[src/rtl/pipe_hazard_ctrl_pkg.sv]
// Shared definitions for the pipeline hazard controller: FSM state type,
// forwarding select codes, default register-index width and the load-use
// stall counter helpers.
package pipe_pkg;

    // Default register-index width (8 architectural registers).
    localparam int REG_AW_DEFAULT = 3;

    // Operand source selects presented to the EX-stage operand muxes.
    localparam logic [1:0] FWD_RF    = 2'd0;   // register file value
    localparam logic [1:0] FWD_EXMEM = 2'd1;   // EX/MEM pipeline register
    localparam logic [1:0] FWD_MEMWB = 2'd2;   // MEM/WB pipeline register

    // Width of the remaining-stall counter. It is wide enough for LOAD_LAT up to 3.
    localparam int LU_CNT_W = 2;

    // Controller states. FREEZE remembers which of the other two it interrupted.
    typedef enum logic [1:0] {
        ST_RUN      = 2'd0,
        ST_LU_STALL = 2'd1,
        ST_FREEZE   = 2'd2
    } haz_state_t;

    // Number of extra LU_STALL cycles after the first, combinational bubble.
    function automatic logic [LU_CNT_W-1:0] lu_stall_init(input int load_lat);
        return LU_CNT_W'(load_lat - 1);
    endfunction

endpackage

[src/rtl/pipe_hazard_ctrl_fwd_sel.sv]
// Forwarding select for one ID-stage source operand. The youngest producer
// (EX/MEM) wins over MEM/WB. Register 0 is hard-wired and never forwarded.
module fwd_sel
    import pipe_pkg::*;
#(
    parameter int REG_AW = REG_AW_DEFAULT
) (
    input  logic [REG_AW-1:0] rs,
    input  logic [REG_AW-1:0] mem_rd,
    input  logic              mem_we,
    input  logic [REG_AW-1:0] wb_rd,
    input  logic              wb_we,
    output logic [1:0]        sel
);

    // Priority compare: EX/MEM result first, then MEM/WB, else register file
    always_comb begin
        sel = FWD_RF;
        if (mem_we && (mem_rd == rs) && (mem_rd != '0)) begin
            sel = FWD_EXMEM;
        end else if (wb_we && (wb_rd == rs) && (wb_rd != '0)) begin
            sel = FWD_MEMWB;
        end
    end

endmodule

[src/rtl/pipe_hazard_ctrl.sv]
// Pipeline hazard controller: load-use stall, ID-stage redirect flush,
// data-memory freeze and operand forwarding selects.
// Optional macro HAZ_PERF_CNT_EN adds saturating stall/flush cycle counters
// (stall_cnt, flush_cnt). Without the macro those ports do not exist.
module pipe_hazard_ctrl
    import pipe_pkg::*;
#(
    parameter int REG_AW   = REG_AW_DEFAULT,
    parameter int LOAD_LAT = 1,
    parameter int CNT_W    = 16
) (
    input  logic              CLK,
    input  logic              RST,
    input  logic [REG_AW-1:0] id_rs1,
    input  logic [REG_AW-1:0] id_rs2,
    input  logic              id_use1,
    input  logic              id_use2,
    input  logic [REG_AW-1:0] ex_rd,
    input  logic              ex_we,
    input  logic              ex_load,
    input  logic [REG_AW-1:0] mem_rd,
    input  logic              mem_we,
    input  logic [REG_AW-1:0] wb_rd,
    input  logic              wb_we,
    input  logic              id_redirect,
    input  logic              mem_busy,
    output logic              hold_pc,
    output logic              hold_ifid,
    output logic              hold_idex,
    output logic              hold_exmem,
    output logic              hold_memwb,
    output logic              flush_ifid,
    output logic              bubble_idex,
    output logic [1:0]        fwd_a,
    output logic [1:0]        fwd_b,
    output logic              busy
`ifdef HAZ_PERF_CNT_EN
    ,
    output logic [CNT_W-1:0]  stall_cnt,
    output logic [CNT_W-1:0]  flush_cnt
`endif
);

    localparam logic [LU_CNT_W-1:0] LU_INIT = lu_stall_init(LOAD_LAT);
    localparam logic [LU_CNT_W-1:0] LU_ONE  = LU_CNT_W'(1);

    haz_state_t          state_reg, state_next;
    haz_state_t          saved_reg, saved_next;   // state interrupted by FREEZE
    haz_state_t          eff_state;               // state whose rules apply this cycle
    logic [LU_CNT_W-1:0] cnt_reg, cnt_next;       // LU_STALL cycles still to go
    logic                load_use;

    // ------------------------------------------------------------------
    // Forwarding: one comparator per source operand
    // ------------------------------------------------------------------
    logic [REG_AW-1:0] rs_vec  [2];
    logic [1:0]        sel_vec [2];

    assign rs_vec[0] = id_rs1;
    assign rs_vec[1] = id_rs2;

    genvar gi;
    generate
        for (gi = 0; gi < 2; gi++) begin : g_fwd
            fwd_sel #(
                .REG_AW (REG_AW)
            ) u_fwd_sel (
                .rs     (rs_vec[gi]),
                .mem_rd (mem_rd),
                .mem_we (mem_we),
                .wb_rd  (wb_rd),
                .wb_we  (wb_we),
                .sel    (sel_vec[gi])
            );
        end
    endgenerate

    assign fwd_a = sel_vec[0];
    assign fwd_b = sel_vec[1];

    // ------------------------------------------------------------------
    // Hazard detection
    // ------------------------------------------------------------------
    // A load in EX whose destination an ID operand actually reads
    assign load_use = ex_load && ex_we && (ex_rd != '0) &&
                      ((id_use1 && (id_rs1 == ex_rd)) ||
                       (id_use2 && (id_rs2 == ex_rd)));

    // When a freeze lifts, the interrupted state applies in the same cycle
    assign eff_state = (state_reg == ST_FREEZE) ? saved_reg : state_reg;

    // State register with synchronous reset back to RUN
    always_ff @(posedge CLK) begin
        if (RST) begin
            state_reg <= ST_RUN;
            saved_reg <= ST_RUN;
            cnt_reg   <= '0;
        end else begin
            state_reg <= state_next;
            saved_reg <= saved_next;
            cnt_reg   <= cnt_next;
        end
    end

    // Next-state logic: freeze beats everything and keeps the stall count intact
    always_comb begin
        state_next = state_reg;
        saved_next = saved_reg;
        cnt_next   = cnt_reg;
        if (mem_busy) begin
            state_next = ST_FREEZE;
            saved_next = eff_state;
        end else begin
            saved_next = ST_RUN;
            case (eff_state)
                ST_LU_STALL: begin
                    if (cnt_reg <= LU_ONE) begin
                        state_next = ST_RUN;
                        cnt_next   = '0;
                    end else begin
                        state_next = ST_LU_STALL;
                        cnt_next   = cnt_reg - LU_ONE;
                    end
                end
                default: begin
                    // The first bubble is combinational, so only longer
                    // load latencies need the LU_STALL state.
                    if (load_use && (LOAD_LAT > 1)) begin
                        state_next = ST_LU_STALL;
                        cnt_next   = LU_INIT;
                    end else begin
                        state_next = ST_RUN;
                    end
                end
            endcase
        end
    end

    // Output decode: reset silences all controls, then freeze > load-use > redirect
    always_comb begin
        hold_pc     = 1'b0;
        hold_ifid   = 1'b0;
        hold_idex   = 1'b0;
        hold_exmem  = 1'b0;
        hold_memwb  = 1'b0;
        flush_ifid  = 1'b0;
        bubble_idex = 1'b0;
        busy        = (state_reg != ST_RUN);
        if (!RST) begin
            if (mem_busy) begin
                hold_pc    = 1'b1;
                hold_ifid  = 1'b1;
                hold_idex  = 1'b1;
                hold_exmem = 1'b1;
                hold_memwb = 1'b1;
            end else if ((eff_state == ST_LU_STALL) || load_use) begin
                // ID is held, so a concurrent redirect returns once the stall clears
                hold_pc     = 1'b1;
                hold_ifid   = 1'b1;
                bubble_idex = 1'b1;
            end else if (id_redirect) begin
                flush_ifid = 1'b1;
            end
        end
    end

`ifdef HAZ_PERF_CNT_EN
    logic [CNT_W-1:0] stall_cnt_reg;
    logic [CNT_W-1:0] flush_cnt_reg;

    // Saturating counts of bubble and flush cycles
    always_ff @(posedge CLK) begin
        if (RST) begin
            stall_cnt_reg <= '0;
            flush_cnt_reg <= '0;
        end else begin
            if (bubble_idex && (stall_cnt_reg != '1)) begin
                stall_cnt_reg <= stall_cnt_reg + CNT_W'(1);
            end
            if (flush_ifid && (flush_cnt_reg != '1)) begin
                flush_cnt_reg <= flush_cnt_reg + CNT_W'(1);
            end
        end
    end

    assign stall_cnt = stall_cnt_reg;
    assign flush_cnt = flush_cnt_reg;
`else
    // Counters are not built; CNT_W only sizes this constant tie-off.
    logic [CNT_W-1:0] unused_perf_w;
    assign unused_perf_w = '0;
`endif

endmodule

[config.mk]
export PLATFORM = sky130hd
export DESIGN_NAME = pipe_hazard_ctrl
export DESIGN_NICKNAME = d
export VERILOG_FILES = /design/src/rtl/pipe_hazard_ctrl_pkg.sv /design/src/rtl/pipe_hazard_ctrl_fwd_sel.sv /design/src/rtl/pipe_hazard_ctrl.sv
export SDC_FILE = /design/constraint.sdc
export NUM_CORES = 1
export LEC_CHECK = 0
export ABC_AREA = 1
export CAP_MARGIN = 30
export CORE_MARGIN = 4
export CORE_UTILIZATION = 37
export CTS_BUF_LIST = sky130_fd_sc_hd__clkbuf_16
export DETAILED_ROUTE_END_ITERATION = 8
export PLACE_DENSITY = 0.82
export SLEW_MARGIN = 30
export SYNTH_ARGS = -nofsm -noshare
export SYNTH_HDL_FRONTEND = slang
export SYNTH_SLANG_ARGS = --single-unit
export TNS_END_PERCENT = 10
[constraint.sdc]
create_clock -name CLK -period 4 [get_ports CLK]
set_clock_uncertainty 0.1 [all_clocks]
set_input_delay 0.8 -clock CLK [delete_from_list [all_inputs] [get_ports CLK]]
set_output_delay 0.8 -clock CLK [all_outputs]
set_load 0.01 [all_outputs]
* After elaboration in Yosys (flattened, before gate mapping) *
Cells that the tools add are included.

storage, ports and cells
  register bits = 6
  input port bits = 25
  output and inout port bits = 12

operators by class
  $add $sub $neg = 1
  $lt $le $gt $ge = 1
  equality and inequality tests = 8
  mux-type cells = 20
  bitwise logic cells = 2
  reductions and logical operators = 22

operator list
  operator                                                         count
  equality test 3 bit                                              6
  2-to-1 mux 2 bit                                                 8
  logical AND 1 bit                                                13
  2-to-1 mux 1 bit                                                 12
  nonzero test 3 bit                                               3
  OR reduction 3 bit                                               1
  equality test 2 x 1 -> 1 bit (second input constant)             1
  equality test 2 bit (second input constant)                      1
  less-or-equal comparator 2 x 1 -> 1 bit (second input constant)  1
  logical OR 1 bit                                                 2
  inverter 1 bit                                                   2
  AND reduction 2 bit                                              1
  nonzero test 2 bit                                               1
  OR reduction 2 bit                                               1
  subtractor 2 x 1 -> 2 bit (second input constant)                1

* Logic depth before layout (Yosys ltp) *
Gate-level depths: netlist of the first run.

  depth in word-level cells = 8
  depth in mapped cells = 11
  depth with buffers taken out = 10

* By module *
From an unflattened synthesis of the first run, not the netlist that was laid out.

second synthesis, totals
  cell total of the unflattened synthesis = 135
  area, all modules = 696.9 um^2

modules (own cells, without submodules)
  module            instances  cells an instance  area each (um^2)  seq. area each (um^2)
  pipe_hazard_ctrl  1          71                 421.7             120.1
  fwd_sel           2          32                 137.6             0.0

* Least setup slack after synthesis of the first run *
OpenSTA, ideal clock, no wires.

  path kind = input port to output port
  start = input ex_rd[0]
  end = output hold_pc
  data arrival time = 1.530 ns
  setup slack = 1.570 ns
  stages = 11
  cells stage by stage = inv_1 > nand2_1 > nand2_1 > nor2_1 > nand2_1 > nand2_1 > nand2_1 > nand2_1 > nand2_1 > nand2_1 > buf_4

on the way
  longest elaborated chain between the ends = 8

RTL lines
  what                                    line                                            text
  from (decl)                             pipe_hazard_ctrl.sv:18                          input logic [REG_AW-1:0] ex_rd,
  equality test 3 bit (on tied branches)  pipe_hazard_ctrl.sv:86, pipe_hazard_ctrl.sv:87
  logical AND 1 bit (on tied branches)    pipe_hazard_ctrl.sv:86, pipe_hazard_ctrl.sv:87
  logical OR 1 bit                        pipe_hazard_ctrl.sv:86                          ((id_use1 && (id_rs1 == ex_rd)) ||
  logical AND 1 bit *                     pipe_hazard_ctrl.sv:85                          assign load_use = ex_load && ex_we && (ex_rd != '0) &&
  logical OR 1 bit *                      pipe_hazard_ctrl.sv:156                         end else if ((eff_state == ST_LU_STALL) || load_use) begin
  2-to-1 mux 1 bit * (3 in a row)         n/a
  to (decl)                               pipe_hazard_ctrl.sv:27                          output logic hold_pc,

Every way passes the cells marked *; elsewhere a longest branch is shown, timed or not.

* Worst setup path in the final report of the first run *
  start = input id_rs2[2]
  end = output hold_pc

on the way
  longest elaborated chain between the ends = 8

RTL lines
  what                 line                     text
  from (decl)          pipe_hazard_ctrl.sv:15   input logic [REG_AW-1:0] id_rs2,
  equality test 3 bit  pipe_hazard_ctrl.sv:87   (id_use2 && (id_rs2 == ex_rd)));
  logical AND 1 bit    pipe_hazard_ctrl.sv:87
  logical OR 1 bit     pipe_hazard_ctrl.sv:86
  logical AND 1 bit    pipe_hazard_ctrl.sv:85
  logical OR 1 bit     pipe_hazard_ctrl.sv:156
  2-to-1 mux 1 bit     pipe_hazard_ctrl.sv:156
  2-to-1 mux 1 bit     pipe_hazard_ctrl.sv:150  if (mem_busy) begin
  2-to-1 mux 1 bit     pipe_hazard_ctrl.sv:149  if (!RST) begin

Every way passes these cells.

==> summary.md, run 1 <==
| Metric | Value |
|---|---|
| Dpl ws | `a little over 0.5 ns` |
| Slowest stage delay, CP | `roughly 0.59 ns` |
| Area contributors post-synth | `dfxtp_1 (21%), nand2_1 (20%), nor2_1 (11%)` |
| Worst Path Buf+Inv | `3` |
| Post-synthesis cell type count | `19` |
| Root buffer cell | `clkbuf_16` |
| Power per standard cell area | `roughly 300 mW/mm^2` |
| DP Area | `approximately 920 um^2` |
| Syn_area_per_cell | `approximately 5.7 um^2` |
| First-pass DRT Iterations | `4` |
| H-tree levels | `1` |
| Register area | `approximately 120 um^2` |
| Routability congestion estimate | `just under 0.8` |
| Residual DRC count | `0` |
| Worst Tran Pin Value | `0.259 ns` |
| Worst-path clk slew | `~0.03 ns` |
| Fin crit share | `between 80% and 90%` |
| Largest net degree at the start of global routing | `6` |
| Final setup violation count | `0` |
| Critical path required time | `slightly above 3 ns` |
| Clk_lat worst skew | `0.23 ns` |
| Critical path class | `in -> out` |
| # placed instances | `approximately 150` |
| Outcome | `completed` |
| Crit path max-delay family | `buffers and inverters` |
| VDD IR-drop max | `0.000233 V` |
| Crit-path slowest cell | `clkdlybuf4s50_1` |
| Pwr Total | `approximately 0.30 mW` |
| Total GRT Usage | `between 15 and 20%` |
| Hold_buf cts | `0` |
| DR iter-0 viols | `16` |
| First-pass GRT wire length | `2740 um` |
| Die width | `~47 um` |
| Cells on worst reg2reg path | `3` |
| CP Max Fanout | `4` |
| WL/cell | `~12 um` |
| Commonest cells after routing, fill and taps aside | `clkdlybuf4s50_1 (36), nand2_1 (30), nor2_1 (17)` |
| Rel. slew slack | `around 83%` |
| Mapped Area | `562 um^2` |
| WL final | `1760 um` |
| CP Launch Type | `input port` |
| Worst hold slack | `around 0.39 ns` |
| # IOs | `37` |
| CTS sink cnt | `6` |
| CP endpoint kind | `primary output` |
| Filler instances | `~110` |
| Initial Util | `41.1%` |
| CTS tree | `yes` |
| Via count | `739` |
| Final core occ | `between 70% and 80%` |
| RSZ-0062 raised after global routing | `false` |
| Final Non-Filler Cells | `~150` |
| Worst EP arrival | `about 2.6 ns` |
| HP Class | `reg -> reg` |
| Share of layout cells above drive strength 1 | `approximately 4.5%` |
| Leak | `approximately 0.44 nW` |
| Hold Fails Final Rpt | `0` |
| Max Slew Vio Count | `0` |
| Hold Crit Depth | `1` |
| Setup tns final | `0 ns` |
| Setup Buffers After CTS | `0` |
| Vias per std cell | `a little under 5` |
| Worst path depth | `12` |
| Vias in the first global route | `638` |
| # port buffers | `36` |
| Leading area contributor after synthesis | `dfxtp_1` |
| CTS Buf Count | `3` |
| Post-route cell area | `~990 um^2` |
| ANT cells | `0` |
| Post-Synthesis Cells | `98` |
| Final worst setup slack | `~0.50 ns` |
| Die span in y | `47.0 um` |
| Die area | `0.00221 mm^2` |
| DPL Wire Length | `around 1400 um` |
| CP Cell Sequence | `clkdlybuf4s50_1 > inv_1 > nand2_1 > nand2_1 > nor2_1 > nand2_1 > nand2_1 > nand2_1 > nand2_1 > nand2_1 > nand2_1 > clkdlybuf4s50_1` |
| P&R area growth vs syn | `76.8%` |
| Grt ovf | `0` |
| Commonest non-fill, non-tap cell in the layout | `clkdlybuf4s50_1` |
| Area of the multi-input gates | `374 um^2` |
| Initial antenna violation count | `0` |
| Synth Warn # | `0` |
| Max-cap violations | `0` |
| Final #Nets | `around 160` |
| Max Freq | `around 290 MHz` |
| Sequential share of the synthesized area | `21.4%` |
| CP dominant cell by count | `nand2_1` |
| Share of the synthesized area in the top cell type | `a little over a fifth` |
| Post-CTS sizing | `0` |
| Post-synthesis net count | `between 100 and 150` |
| Core Box Area | `~0.0014 mm^2` |
| Min Tclk post-route | `about 3.5 ns` |
| Number of core rows | `13` |
| Clock buffer depth | `2` |
| Antenna Nets Post-Route | `0` |
| #FFs+latches synth | `6` |
[cell type report]
cell class	instances	share of cell area, %
clock buffers	3	7.56
inverters	12	4.53
multi-input cells	77	37.7
flip-flops and latches	6	12.1
well taps	15	1.89
repair buffers	36	36.3
[worst register-to-register path, stage by stage (launching register included)]
cell	delay [ns]
dfxtp_1	0.32
o21ai_1	0.26
nand3b_1	0.20
o31ai_1	0.24
[where the power goes]
| part | internal, mW | switching, mW |
|---|---|---|
| combinational | 0.0433 | 0.0317 |
| clock | 0.128 | 0.0317 |
| sequential | 0.0608 | 0.000343 |
[Yosys cell counts]
master,number
nor2_1,17
buf_4,3
or2_2,2
xor2_1,1
dfxtp_1,6
nand3_1,4
o21ai_0,2
o21ai_1,1
nand4_1,1
nor3_1,2
nand3b_1,1
inv_2,1
nand2_1,30
a21oi_1,4
a31oi_1,1
xnor2_1,7
inv_1,11
o31ai_1,2
o211ai_1,2
[routing by layer]
layer | routed length (um) | vias to the layer above | global-route usage, %
met5 | 0 | - | 0
met4 | 0 | 0 | 3.31
met3 | 137 | 0 | 4.21
met2 | 852 | 20 | 30.4
met1 | 772 | 336 | 21.5
li1 | - | 383 | -
[cells by family (layout without fill, tap and decap cells)]
| logic type | after synthesis | in the layout | synth area share [%] |
|---|---|---|---|
| and+or+nand+nor | 57 | 57 | 41.4 |
| buffers and inverters | 15 | 51 | 12.0 |
| AOI/OAI and AO/OA | 12 | 12 | 12.7 |
| xor gates and xnor gates | 8 | 8 | 12.5 |
| DFF | 6 | 6 | 21.4 |
[final timing paths]
check,from,end,slack (ns)
min reg2reg,cnt_reg[0],cnt_reg[0],0.39
max,id_rs2[2],hold_pc,0.50
min,cnt_reg[0],cnt_reg[0],0.39
max reg2reg,state_reg[0],cnt_reg[0],2.79
Power figures use the tool's default switching activity.
==> run 2, diff against run 1 <==
--- a/config.mk
+++ b/config.mk
@@ -5,13 +5,12 @@
 export SDC_FILE = /design/constraint.sdc
 export NUM_CORES = 1
 export LEC_CHECK = 0
-export ABC_AREA = 1
 export CAP_MARGIN = 30
 export CORE_MARGIN = 4
 export CORE_UTILIZATION = 37
 export CTS_BUF_LIST = sky130_fd_sc_hd__clkbuf_16
 export DETAILED_ROUTE_END_ITERATION = 8
-export PLACE_DENSITY = 0.82
+export PLACE_DENSITY = 0.84
 export SLEW_MARGIN = 30
 export SYNTH_ARGS = -nofsm -noshare
 export SYNTH_HDL_FRONTEND = slang
==> summary.md, run 2 <==
| Metric | Value |
|---|---|
| Min Tclk post-route | `3.71 ns (+0.218 ns)` |
| ANT cells | `0 (unchanged)` |
| # placed instances | `114 (-22%)` |
| H-tree levels | `1 (unchanged)` |
| Rel. slew slack | `67.4% (-15 points)` |
| Number of core rows | `13 (unchanged)` |
| Power per standard cell area | `303 mW/mm^2 (+1.8%)` |
| Setup Buffers After CTS | `0 (unchanged)` |
| First-pass DRT Iterations | `4 (unchanged)` |
| Sequential share of the synthesized area | `22.2% (+0.84 points)` |
| Final core occ | `72.6% (-0.10 points)` |
| VDD IR-drop max | `0.000279 V (+20%)` |
| Outcome | `completed` |
| First-pass GRT wire length | `2860 um (+4.3%)` |
| Worst-path clk slew | `0.03 ns (about the same)` |
| Max-cap violations | `0 (unchanged)` |
| Core Box Area | `0.00133 mm^2 (-2.4%)` |
| Ys async rst share | `0% (unchanged)` |
| Primary FF master, synth | `dfxtp_1` |
| Die width | `46.2 um (-1.6%)` |
| Final Non-Filler Cells | `117 (-21%)` |
| Die area | `0.00214 mm^2 (-3.1%)` |
| Critical path required time | `3.10 ns (about the same)` |
| WL/cell | `15.2 um (+28%)` |
| Post-synthesis cell type count | `26 (+7)` |
| P&R area growth vs syn | `79.2%` |
| HP Class | `reg -> reg` |
| WL final | `1780 um (+0.68%)` |
| Worst EP arrival | `2.81 ns (+0.21 ns)` |
| Critical path class | `in -> out` |
| Residual DRC count | `0 (unchanged)` |
| Initial Util | `40.5% (-0.59 points)` |
| Syn_area_per_cell | `8.07 um^2 (+41%)` |
| Max Slew Vio Count | `0 (unchanged)` |
| Total GRT Usage | `19.0% (+1.7 points)` |
| CP Launch Type | `input port` |
| Post-synthesis net count | `92 (-25%)` |
| Hold_buf cts | `0 (unchanged)` |
| Commonest cells after routing, fill and taps aside | `clkdlybuf4s50_1 (36), xnor2_1 (16), dfxtp_1 (6)` |
| CTS Buf Count | `3 (unchanged)` |
| CP endpoint kind | `primary output` |
| Clk_lat worst skew | `0.23 ns (about the same)` |
| Setup tns final | `0 ns (unchanged)` |
| RSZ-0062 raised after global routing | `false` |
| Top-count cell post-synth | `xnor2_1` |
| # port buffers | `36 (unchanged)` |
| CTS sink cnt | `6 (unchanged)` |
| Worst hold slack | `0.386 ns (-0.00875 ns)` |
| Synth Warn # | `0 (unchanged)` |
| Worst Tran Pin Value | `0.487 ns (+0.228 ns)` |
| Synth cell count leaders | `xnor2_1 (16), dfxtp_1 (6)` |
| Filler instances | `110 (-2.7%)` |
| Die span in y | `46.2 um (-1.6%)` |
| Hold Fails Final Rpt | `0 (unchanged)` |
| Post-CTS sizing | `0 (unchanged)` |
| Final #Nets | `129 (-20%)` |
| Initial antenna violation count | `0 (unchanged)` |
| Antenna Nets Post-Route | `0 (unchanged)` |
| Grt ovf | `0 (unchanged)` |
| Mapped Area | `541 um^2 (-3.8%)` |
| Largest net degree at the start of global routing | `10 (+4)` |
| Fin crit share | `92.9% (+5.5 points)` |
| DR iter-0 viols | `9 (-7)` |
| #FFs+latches synth | `6 (unchanged)` |
| Vias in the first global route | `627 (-1.7%)` |
| Commonest non-fill, non-tap cell in the layout | `clkdlybuf4s50_1` |
| Share of the synthesized area in the top cell type | `25.9% (+4.5 points)` |
| Max Freq | `269 MHz (-5.9%)` |
| Leading area contributor after synthesis | `xnor2_1` |
| Area contributors post-synth | `xnor2_1 (26%), dfxtp_1 (22%), buf_4 (4.2%)` |
| Via count | `628 (-15%)` |
| DPL Wire Length | `1500 um (+4.8%)` |
| Vias per std cell | `5.37 (+8.2%)` |
| Leak | `0.321 nW (-28%)` |
| CP Max Fanout | `5 (+1)` |
| Clock buffer depth | `2 (unchanged)` |
| Final setup violation count | `0 (unchanged)` |
| CTS tree | `yes` |
| Root buffer cell | `clkbuf_16` |
| Share of layout cells above drive strength 1 | `5.88% (+1.4 points)` |
| # IOs | `37 (unchanged)` |
| Post-Synthesis Cells | `67 (-32%)` |
| Post-synth EDFFs | `0 (unchanged)` |
| Routability congestion estimate | `0.774 (+0.13%)` |
[run 2: changes by cell type after synthesis, moves of 2 or more]
cell	previous run	this run
a211o_1	0	2
a21oi_1	4	2
a21oi_2	0	2
inv_1	11	1
nand2_1	30	4
nor2_1	17	4
nor3_1	2	4
nor4b_1	0	2
o211ai_1	2	0
or3b_1	0	2
xnor2_1	7	16
[run 2: power breakdown]
part	total (mW)	internal [mW]	switching (mW)
Clock	0.158	0.128	0.0301
Sequential	0.0614	0.0608	0.000567
Combinational	0.0741	0.0447	0.0294
Total	0.294	0.233	0.0601
[run 2: worst max-delay path: stages]
cell and delay [ns]:
clkdlybuf4s50_1 0.53, or3b_1 0.40, a211o_1 0.31, a21oi_2 0.20, nor3_1 0.07, clkdlybuf4s50_1 0.50
[run 2: final timing paths]
check | startpoint | end | slack (ns) | cells after the start
worst max register to register | state_reg[0] | cnt_reg[0] | 2.50 | 4
worst max-delay path | id_rs2[2] | fwd_b[1] | 0.29 | 6
worst min register to register | cnt_reg[1] | state_reg[0] | 0.39 | 1
worst min-delay path | cnt_reg[1] | state_reg[0] | 0.39 | 1
[run 2: routing by layer]
layer	vias to the layer above	wire, um	global-route usage (%)
met2	27	874	31.3
li1	316	-	-
met1	283	752	22.2
met4	0	19	7.95
met5	-	0	0
met3	2	127	6.25
[run 2: kinds of logic after synthesis]
family | share of synthesized area [%]
and+or+nand+nor | 28.9
buffers and inverters | 5.55
DFF | 22.2
AOI/OAI and AO/OA | 17.4
xor gates and xnor gates | 25.9
[run 2: area by class of cell]
| cell class | count | area [um^2] | share of cell area [%] |
|---|---|---|---|
| Multi-Input combinational cell | 56 | 390 | 40.3 |
| Timing Repair Buffer | 36 | 360 | 37.2 |
| Tap cell | 15 | 18.8 | 1.94 |
| Sequential cell | 6 | 120 | 12.4 |
| Clock buffer | 3 | 75.1 | 7.75 |
| Inverter | 1 | 3.75 | 0.388 |
[run 2: stage by stage]
step | cell area, um^2 | power [mW] | worst slack [ns]
finish | 968 | 0.294 | 0.285
global route | 968 | 0.308 | 0.234
CTS | 968 | 0.297 | 0.297
detailed placement | 893 | 0.136 | 0.300
global placement | 893 | 0.134 | 0.311
floorplan | 541 | 0.0927 | 1.33
==> run 3, diff against run 2 <==
--- a/config.mk
+++ b/config.mk
@@ -6,11 +6,13 @@
 export NUM_CORES = 1
 export LEC_CHECK = 0
 export CAP_MARGIN = 30
+export CELL_PAD_IN_SITES_DETAIL_PLACEMENT = 0
+export CELL_PAD_IN_SITES_GLOBAL_PLACEMENT = 1
 export CORE_MARGIN = 4
-export CORE_UTILIZATION = 37
+export CORE_UTILIZATION = 25
 export CTS_BUF_LIST = sky130_fd_sc_hd__clkbuf_16
 export DETAILED_ROUTE_END_ITERATION = 8
-export PLACE_DENSITY = 0.84
+export PLACE_DENSITY_LB_ADDON = 0.1
 export SLEW_MARGIN = 30
 export SYNTH_ARGS = -nofsm -noshare
 export SYNTH_HDL_FRONTEND = slang
==> summary.md, run 3 (synthesis gave the netlist of run 2 again) <==
| Metric | Value |
|---|---|
| Worst EP arrival | `2.81 ns (about the same)` |
| DP Area | `908 um^2 (+1.7%)` |
| Final #Nets | `129 (unchanged)` |
| ANT cells | `0 (unchanged)` |
| Leak | `0.321 nW (unchanged)` |
| CP Max Fanout | `5 (unchanged)` |
| R2r startpoint | `state_reg[0]` |
| Hold wc startpoint | `cnt_reg[1]` |
| Die span in y | `54.5 um (+18%)` |
| WL final | `1600 um (-10%)` |
| # IOs | `37 (unchanged)` |
| CP endpoint kind | `primary output` |
| Residual DRC count | `0 (unchanged)` |
| Grt ovf | `0 (unchanged)` |
| Filler instances | `206 (+87%)` |
| Critical path required time | `3.10 ns (about the same)` |
| Routability congestion estimate | `0.618 (-20%)` |
| Initial antenna violation count | `0 (unchanged)` |
| Clk_lat worst skew | `0.23 ns (about the same)` |
| Number of core rows | `16 (+3)` |
| Cells on worst reg2reg path | `4 (unchanged)` |
| H-tree levels | `1 (unchanged)` |
| CTS sink cnt | `6 (unchanged)` |
| Commonest non-fill, non-tap cell in the layout | `clkdlybuf4s50_1` |
| M1 WL | `716 um (-4.8%)` |
| Post-CTS sizing | `0 (unchanged)` |
| WHS Endpoint | `cnt_reg[1]` |
| Vias in the first global route | `515 (-18%)` |
| Initial Util | `27.0% (-14 points)` |
| DR iter-0 viols | `4 (-5)` |
| FF-to-FF End | `cnt_reg[0]` |
| Power per standard cell area | `300 mW/mm^2 (-1.1%)` |
| Share of layout cells above drive strength 1 | `5.88% (unchanged)` |
| Final core occ | `49.1% (-23 points)` |
| Setup Buffers After CTS | `0 (unchanged)` |
| RSZ-0062 raised after global routing | `false` |
| Max Freq | `270 MHz (+0.11%)` |
| # port buffers | `36 (unchanged)` |
| DPL Wire Length | `1280 um (-14%)` |
| DR WL met2 | `708 um (-19%)` |
| First-pass GRT wire length | `2380 um (-17%)` |
| Vias per std cell | `4.68 (-13%)` |
| CTS Buf Count | `3 (unchanged)` |
| Via count | `604 (-3.8%)` |
| Worst hold slack | `0.382 ns (-0.00381 ns)` |
| Outcome | `completed` |
| CTS tree | `yes` |
| Core Box Area | `0.00200 mm^2 (+50%)` |
| WL/cell | `12.4 um (-18%)` |
| Total GRT Usage | `11.3% (-7.7 points)` |
| HP Class | `reg -> reg` |
| Hold Crit Depth | `1 (unchanged)` |
| Fin crit share | `92.8% (-0.10 points)` |
| Highest metal used | `met4` |
| Die width | `54.5 um (+18%)` |
| Worst-path clk slew | `0.03 ns (about the same)` |
| CP Launch Type | `input port` |
| Flop2flop setup slack | `2.50 ns (about the same)` |
| Max-cap violations | `0 (unchanged)` |
| VDD IR-drop max | `0.000311 V (+11%)` |
| Setup tns final | `0 ns (unchanged)` |
| Antenna Nets Post-Route | `0 (unchanged)` |
| Commonest cells after routing, fill and taps aside | `clkdlybuf4s50_1 (36), xnor2_1 (16), dfxtp_1 (6)` |
| Rel. slew slack | `64.9% (-2.5 points)` |
| Hold Fails Final Rpt | `0 (unchanged)` |
| Clock buffer depth | `2 (unchanged)` |
| Critical path class | `in -> out` |
| First-pass DRT Iterations | `4 (unchanged)` |
| Worst Tran Pin Value | `0.523 ns (+0.0366 ns)` |
| Hold_buf cts | `0 (unchanged)` |
| Wire length on met3 | `158 um (+24%)` |
| Max Slew Vio Count | `0 (unchanged)` |
| Min Tclk post-route | `3.71 ns (-0.00414 ns)` |
| Post-route cell area | `983 um^2 (+1.6%)` |
| P&R area growth vs syn | `81.9%` |
| Final setup violation count | `0 (unchanged)` |
| Root buffer cell | `clkbuf_16` |
| Die area | `0.00297 mm^2 (+39%)` |
| Largest net degree at the start of global routing | `10 (unchanged)` |
[run 3: cell counts in the layout (fill, tap and decap cells not counted)]
Identical to the previous run, type by type.
[run 3: layer usage]
layer / track usage (%) / vias to the layer above
met2: 17.7 / 21
met4: 4.98 / 0
met1: 13.9 / 267
li1: - / 314
met3: 3.81 / 2
met5: 0 / -
[run 3: worst max-delay path: stages]
cell             delay, ns
clkdlybuf4s50_1       0.53
or3b_1                0.42
a211o_1               0.31
a21oi_2               0.18
nor3_1                0.08
clkdlybuf4s50_1       0.48
[run 3: worst max-delay path by stage]
stage                     startpoint       end  slack (ns)  cells after the start
after global placement     id_rs1[2]  fwd_a[0]        0.27                      5
after CTS                  id_rs1[2]  fwd_a[1]        0.28                      6
after floorplan            id_rs1[2]  fwd_a[1]        1.33                      4
after detailed placement   id_rs1[2]  fwd_a[1]        0.30                      6
after global routing       id_rs1[2]  fwd_a[1]        0.23                      6
final                      id_rs1[2]  fwd_a[1]        0.29                      6
[run 3: stage by stage]
| step | worst slack [ns] | total power [mW] | cells |
|---|---|---|---|
| after floorplan | 1.33 | 0.0927 | 67 |
| after global placement | 0.272 | 0.136 | 126 |
| after detailed placement | 0.298 | 0.136 | 126 |
| after CTS | 0.282 | 0.299 | 129 |
| after global routing | 0.227 | 0.310 | 129 |
| final | 0.290 | 0.295 | 129 |
[run 3: area by class of cell]
cell class                      count  area, um^2  area share (%)
Multi-Input combinational cell     56         390            39.7
Sequential cell                     6         120            12.2
Tap cell                           27        33.8            3.44
Timing Repair Buffer               36         360            36.6
Inverter                            1        3.75           0.382
Clock buffer                        3        75.1            7.63
[run 3: report_power, final]
group	leakage (nW)	total [mW]	internal (mW)	switching, mW
clock network	0.0370	0.161	0.128	0.0324
logic	0.236	0.0728	0.0447	0.0281
registers	0.0486	0.0614	0.0608	0.000567
total	0.321	0.295	0.234	0.0611
